<file path="src/rtl/zigbee_pkg.sv">
// Shared widths and types for the 802.15.4 O-QPSK symbol/word datapath.
package zigbee_pkg;

   localparam int unsigned NIBBLE_W  = 4;
   localparam int unsigned N_NIBBLES = 4;
   localparam int unsigned WORD_W    = NIBBLE_W * N_NIBBLES;
   // The assembly register only ever holds the first N_NIBBLES-1 nibbles.
   localparam int unsigned ASM_W     = WORD_W - NIBBLE_W;

   typedef logic [NIBBLE_W-1:0] nibble_t;
   typedef logic [WORD_W-1:0]   word_t;
   typedef logic [1:0]          nib_cnt_t;
   typedef logic [ASM_W-1:0]    asm_t;

endpackage : zigbee_pkg

</file>
<file path="src/rtl/nibble_word_packer.sv">
// Packs four received 4-bit symbols (low nibble first) into a 16-bit word.
// Double-buffered: the assembly register and the output register let a new
// word complete in the same cycle the previous one is drained.
module nibble_word_packer
   import zigbee_pkg::*;
(
   input  logic                clk,
   input  logic                resetn,
   input  logic [NIBBLE_W-1:0] inNibble,
   input  logic                inNibbleValid,
   output logic                outNibbleReady,
   input  logic                inFlush,
   output logic [WORD_W-1:0]   outWord,
   output logic                outWordValid,
   input  logic                inWordReady,
   output logic [1:0]          outCount
);

   localparam nib_cnt_t LAST_CNT = nib_cnt_t'(N_NIBBLES - 1);

   nib_cnt_t cnt_q,   cnt_d;
   asm_t     asm_q,   asm_d;
   word_t    word_q,  word_d;
   logic     valid_q, valid_d;

   logic accept;
   logic consume;
   logic load;

   // Only the completing nibble can stall, and only if the output register
   // stays occupied through this edge.
   assign outNibbleReady = !((cnt_q == LAST_CNT) && valid_q && !inWordReady);

   assign accept  = inNibbleValid && outNibbleReady;
   assign consume = valid_q && inWordReady;
   assign load    = accept && !inFlush && (cnt_q == LAST_CNT);

   // Next-state for nibble counter, assembly register and output register.
   always_comb begin
      cnt_d   = cnt_q;
      asm_d   = asm_q;
      word_d  = word_q;
      valid_d = valid_q;

      if (inFlush) begin
         cnt_d = '0;
         asm_d = '0;
      end else if (accept) begin
         if (cnt_q == LAST_CNT) begin
            cnt_d = '0;
            asm_d = '0;
         end else begin
            cnt_d = nib_cnt_t'(cnt_q + nib_cnt_t'(1));
            for (int k = 0; k < int'(N_NIBBLES) - 1; k++) begin
               if (cnt_q == nib_cnt_t'(k)) begin
                  asm_d[k*NIBBLE_W +: NIBBLE_W] = inNibble;
               end
            end
         end
      end

      // Load wins over consume so a drain-and-refill keeps valid high.
      if (load) begin
         word_d  = {inNibble, asm_q};
         valid_d = 1'b1;
      end else if (consume) begin
         valid_d = 1'b0;
      end
   end

   // State registers with asynchronous active-low reset.
   always_ff @(posedge clk or negedge resetn) begin
      if (!resetn) begin
         cnt_q   <= '0;
         asm_q   <= '0;
         word_q  <= '0;
         valid_q <= 1'b0;
      end else begin
         cnt_q   <= cnt_d;
         asm_q   <= asm_d;
         word_q  <= word_d;
         valid_q <= valid_d;
      end
   end

   assign outWord      = word_q;
   assign outWordValid = valid_q;
   assign outCount     = cnt_q;

endmodule : nibble_word_packer

</file>
<file path="config.mk">
export PLATFORM = sky130hd
export DESIGN_NAME = nibble_word_packer
export DESIGN_NICKNAME = d
export VERILOG_FILES = /design/src/rtl/zigbee_pkg.sv /design/src/rtl/nibble_word_packer.sv
export SDC_FILE = /design/constraint.sdc
export NUM_CORES = 1
export LEC_CHECK = 0
export BUFFER_PORTS_ARGS = -buffer_cell sky130_fd_sc_hd__buf_2
export CAP_MARGIN = 20
export CORE_ASPECT_RATIO = 0.8
export CORE_UTILIZATION = 57
export CTS_CLUSTER_DIAMETER = 120
export DETAILED_ROUTE_END_ITERATION = 7
export PLACE_DENSITY = 0.82
export SLEW_MARGIN = 20
export SYNTH_ARGS = -nofsm -noshare
export SYNTH_HDL_FRONTEND = slang
export SYNTH_SLANG_ARGS = --single-unit
export TNS_END_PERCENT = 10
</file>
<file path="constraint.sdc">
create_clock -name clk -period 3.45 [get_ports clk]
set_input_delay 0.1725 -clock clk [delete_from_list [all_inputs] [get_ports clk]]
set_output_delay 0.1725 -clock clk [all_outputs]
set_load 0.005 [all_outputs]
</file>
==> results list <==
- Result of the run: complete, but fails checks
- Failing checks: design-rule violations
* Seq cells post-synth: 31
* Vertical extent of the die: 46.7 um
- The clock drives 31 sinks.
- The first routing iteration left 19 violations.
- Synthesis instantiated 21 different standard cells from the library.
* Overall die width: 57.9 um
* Max-slew violations: 0
- At the pin with the least slew margin, the transition time is 0.977 ns.
- Dividing total power by cell area gives a power density of 428 nW/um^2.
- In this run the number of H-tree levels came out at 2.
- Fill cell instance count of the final layout: 155
- Maximum number of pins on one net before global-route repair: 32
- Each instance of the synthesized netlist takes up on average approximately 14 sq um.
- Core area: 2250 sq um
* Placer congestion estimate: 0.666
- Die Footprint: approximately 2700 sq um
* Global-route wire length before repair: 3.94 mm
- Final HPWL DP: 1.67 mm
* Skew-Pair Late Insertion Delay: 0.33 ns
- Max-cap violations in this run came to 0.
* Post-detailed-route DRC marker count: 3
- Non-filler cells, final: roughly 160
- Met2 Routed Length: approximately 1.1 mm
- Gr ovfl total: 0
* Synthesized area: 1420 sq um
* Boundary Pins: 29
- WL per Instance: 15.4 um
- Synthesis-to-finish area growth: 14.2%
- Post-layout power: roughly 0.7 mW
* CTS clk-pin slew, worst paths: approximately 0.090 ns
- Number of global-route vias before repair: around 840
* Port-buffer cells: 28
- Fin. Hold Viols: 0
- Row count: 15
- The longest clock path from root to sink contains 2 buffers.
- Cts bufs inserted: 5
- FMAX: 453 MHz
- Summing all flip-flop and latch instances after layout gives 776 sq um.
* First-pass iteration count of the detailed router: 7
- Area of the multi-input gates: 604 sq um
- The detailed router used layers up to and including met4.
- 0 antenna diodes ended up in the layout.
- Final critical path time including I/O delays and setup: roughly 2.2 ns
* Startpoint type of the worst setup path: flop
- Measured against its own limit, the worst slew margin works out to 34.8%.
* Synth Net Count: ~110
* CP Max Fanout: 16
- Final #Nets: 144
* Post-cts resize count: 0
* Category of the critical setup timing path: reg2reg
- Post-route fraction of the period consumed by the critical path: between 60% and 70%
* Leading cell type in the layout, fill and taps excluded: sky130_fd_sc_hd__dfrtp_1
* Clock skew after layout: between 0.01 and 0.015 ns
- In this run the remaining antenna-violating nets after routing total 0.
- Using the TritonRoute via totals, the vias-per-cell ratio works out to 5.50.
- Nature of the critical path endpoint: flop
* Sequential area share after synthesis: 54.5%
* Via Count: 858
- RSZ-0062 raised after global routing: false
- The cell count after synthesis came out at 99.
- Across the VDD grid, the largest voltage drop is 0.318 mV.
* Warnings, synthesis: 0
- Synth area leader: sky130_fd_sc_hd__dfrtp_1
- For the worst setup path, the data required time is between 3 and 4 ns.
* Hold crit path type: in2reg
- Number of antenna violations at the first check in global routing: 0
- TritonCTS built the clock tree.
* Buffer cell driving the clock tree root: sky130_fd_sc_hd__clkbuf_4
- Share of post-route cells with drive strength above 1: roughly 44%
* Final Setup Violations: 0
- Starting Density: 63.2%
* Signal arrival time at the worst endpoint: 2.42 ns
- Top library cells by usage in the layout, fill and taps aside: sky130_fd_sc_hd__dfrtp_1, sky130_fd_sc_hd__buf_2, sky130_fd_sc_hd__nand2b_1, sky130_fd_sc_hd__mux2i_1, sky130_fd_sc_hd__mux2_4
* Area share of the largest cell type after synthesis: 54.5%
- For this design the static power due to leakage is 0.882 nW.
- For this block, wires on met1 add up to 1.14 mm.
* Biggest area contributors in the synthesized netlist: sky130_fd_sc_hd__dfrtp_1, sky130_fd_sc_hd__mux2_4, sky130_fd_sc_hd__mux2i_1
* Placed insts: 148
* Overall Global Routing Usage: roughly a fifth
* Total detailed-routing wirelength: about 2.4 mm
* Final sum of negative setup slack: 0 ns
* Wire length on met3: between 80 and 90 um
==> synth_stat cells <==
library cell,n
sky130_fd_sc_hd__or3b_2,4
sky130_fd_sc_hd__buf_4,1
sky130_fd_sc_hd__nand2b_1,13
sky130_fd_sc_hd__inv_1,2
sky130_fd_sc_hd__mux2i_1,12
sky130_fd_sc_hd__mux2_4,10
sky130_fd_sc_hd__o31ai_1,2
sky130_fd_sc_hd__clkbuf_1,2
sky130_fd_sc_hd__buf_12,1
sky130_fd_sc_hd__mux2_2,6
sky130_fd_sc_hd__nand2_2,1
sky130_fd_sc_hd__o21ai_0,1
sky130_fd_sc_hd__nand4b_1,1
sky130_fd_sc_hd__nor3b_4,1
sky130_fd_sc_hd__ha_1,4
sky130_fd_sc_hd__nand3_1,1
sky130_fd_sc_hd__and2_2,1
sky130_fd_sc_hd__nor2_1,1
sky130_fd_sc_hd__nand3b_1,1
sky130_fd_sc_hd__o211ai_1,3
sky130_fd_sc_hd__dfrtp_1,31
==> worst max-delay path, stage by stage (launching register included) <==
cell                      delay, ns
sky130_fd_sc_hd__dfrtp_1       0.39
sky130_fd_sc_hd__ha_1          0.36
sky130_fd_sc_hd__nand2_2       0.12
sky130_fd_sc_hd__nor3b_4       0.81
sky130_fd_sc_hd__mux2_2        0.41
==> worst paths after layout <==
check | startpoint | endpoint | slack, ns | cells past startpoint
setup / recovery | outCount[0] | outWord[5] | 1.24 | 4
hold / removal | inNibble[3] | outWord[15] | 0.1 | 2
setup reg to reg | outCount[0] | outWord[5] | 1.24 | 4
hold reg to reg | outWord[0] | outWord[0] | 0.51 | 1
max in group asynchronous | resetn | asm_q[9] | 2.61 | 2
min in group asynchronous | resetn | asm_q[0] | 0.40 | 2
==> cell families after synthesis <==
group	share of synthesized area, %
AOI/OAI and AO/OA	2.99
and+or+nand+nor	12.2
buffers and inverters	2.99
adders and majority gates	3.52
DFF	54.5
muxes	23.7
==> state kept, by name (all words and copies together), names as in the netlist <==
signal,flops
outWord,16
asm_q,12
outCount,2
outWordValid,1
==> repair_timing <==
| item | 4_1_cts | 5_1_grt |
|---|---|---|
| setup endpoints to repair | 0 | 0 |
| buffers inserted | 0 | 0 |
| hold buffers | 1 | 0 |
| endpoints found under the hold margin | 31 | 0 |
==> metrics by stage <==
step / area, sq um / utilization (%) / setup slack [ns] / hold slack, ns
after floorplan: 1420 / - / 1.77 / -0.123
after global placement: 1560 / 69.2 / 1.29 / 0.234
after detailed placement: 1560 / 69.2 / 1.22 / 0.241
after CTS: 1630 / 72.2 / 1.20 / 0.0762
after global routing: 1630 / 72.2 / 1.08 / 0.0768
final: 1630 / 72.2 / 1.24 / 0.0969
==> power by group <==
part	total [mW]	internal [mW]	switching, mW
sequential	0.398	0.385	0.0124
clock	0.210	0.0943	0.116
combinational	0.0873	0.0465	0.0407
total	0.695	0.526	0.169
==> final cells by class <==
type / count / area share, %
clock buffer: 6 / 3.16
clock inverter: 1 / 0.308
multi-input combinational: 62 / 37.2
timing repair buffer: 29 / 9.24
tap: 25 / 1.92
sequential: 31 / 47.7
inverter: 2 / 0.462
==> layer usage <==
metal | vias up | GRT usage [%]
li1 | 408 | -
met1 | 427 | 26.6
met2 | 17 | 32.9
met3 | 6 | 9.27
met4 | 0 | 7.14
met5 | - | 0
Power figures use the tool's default switching activity.
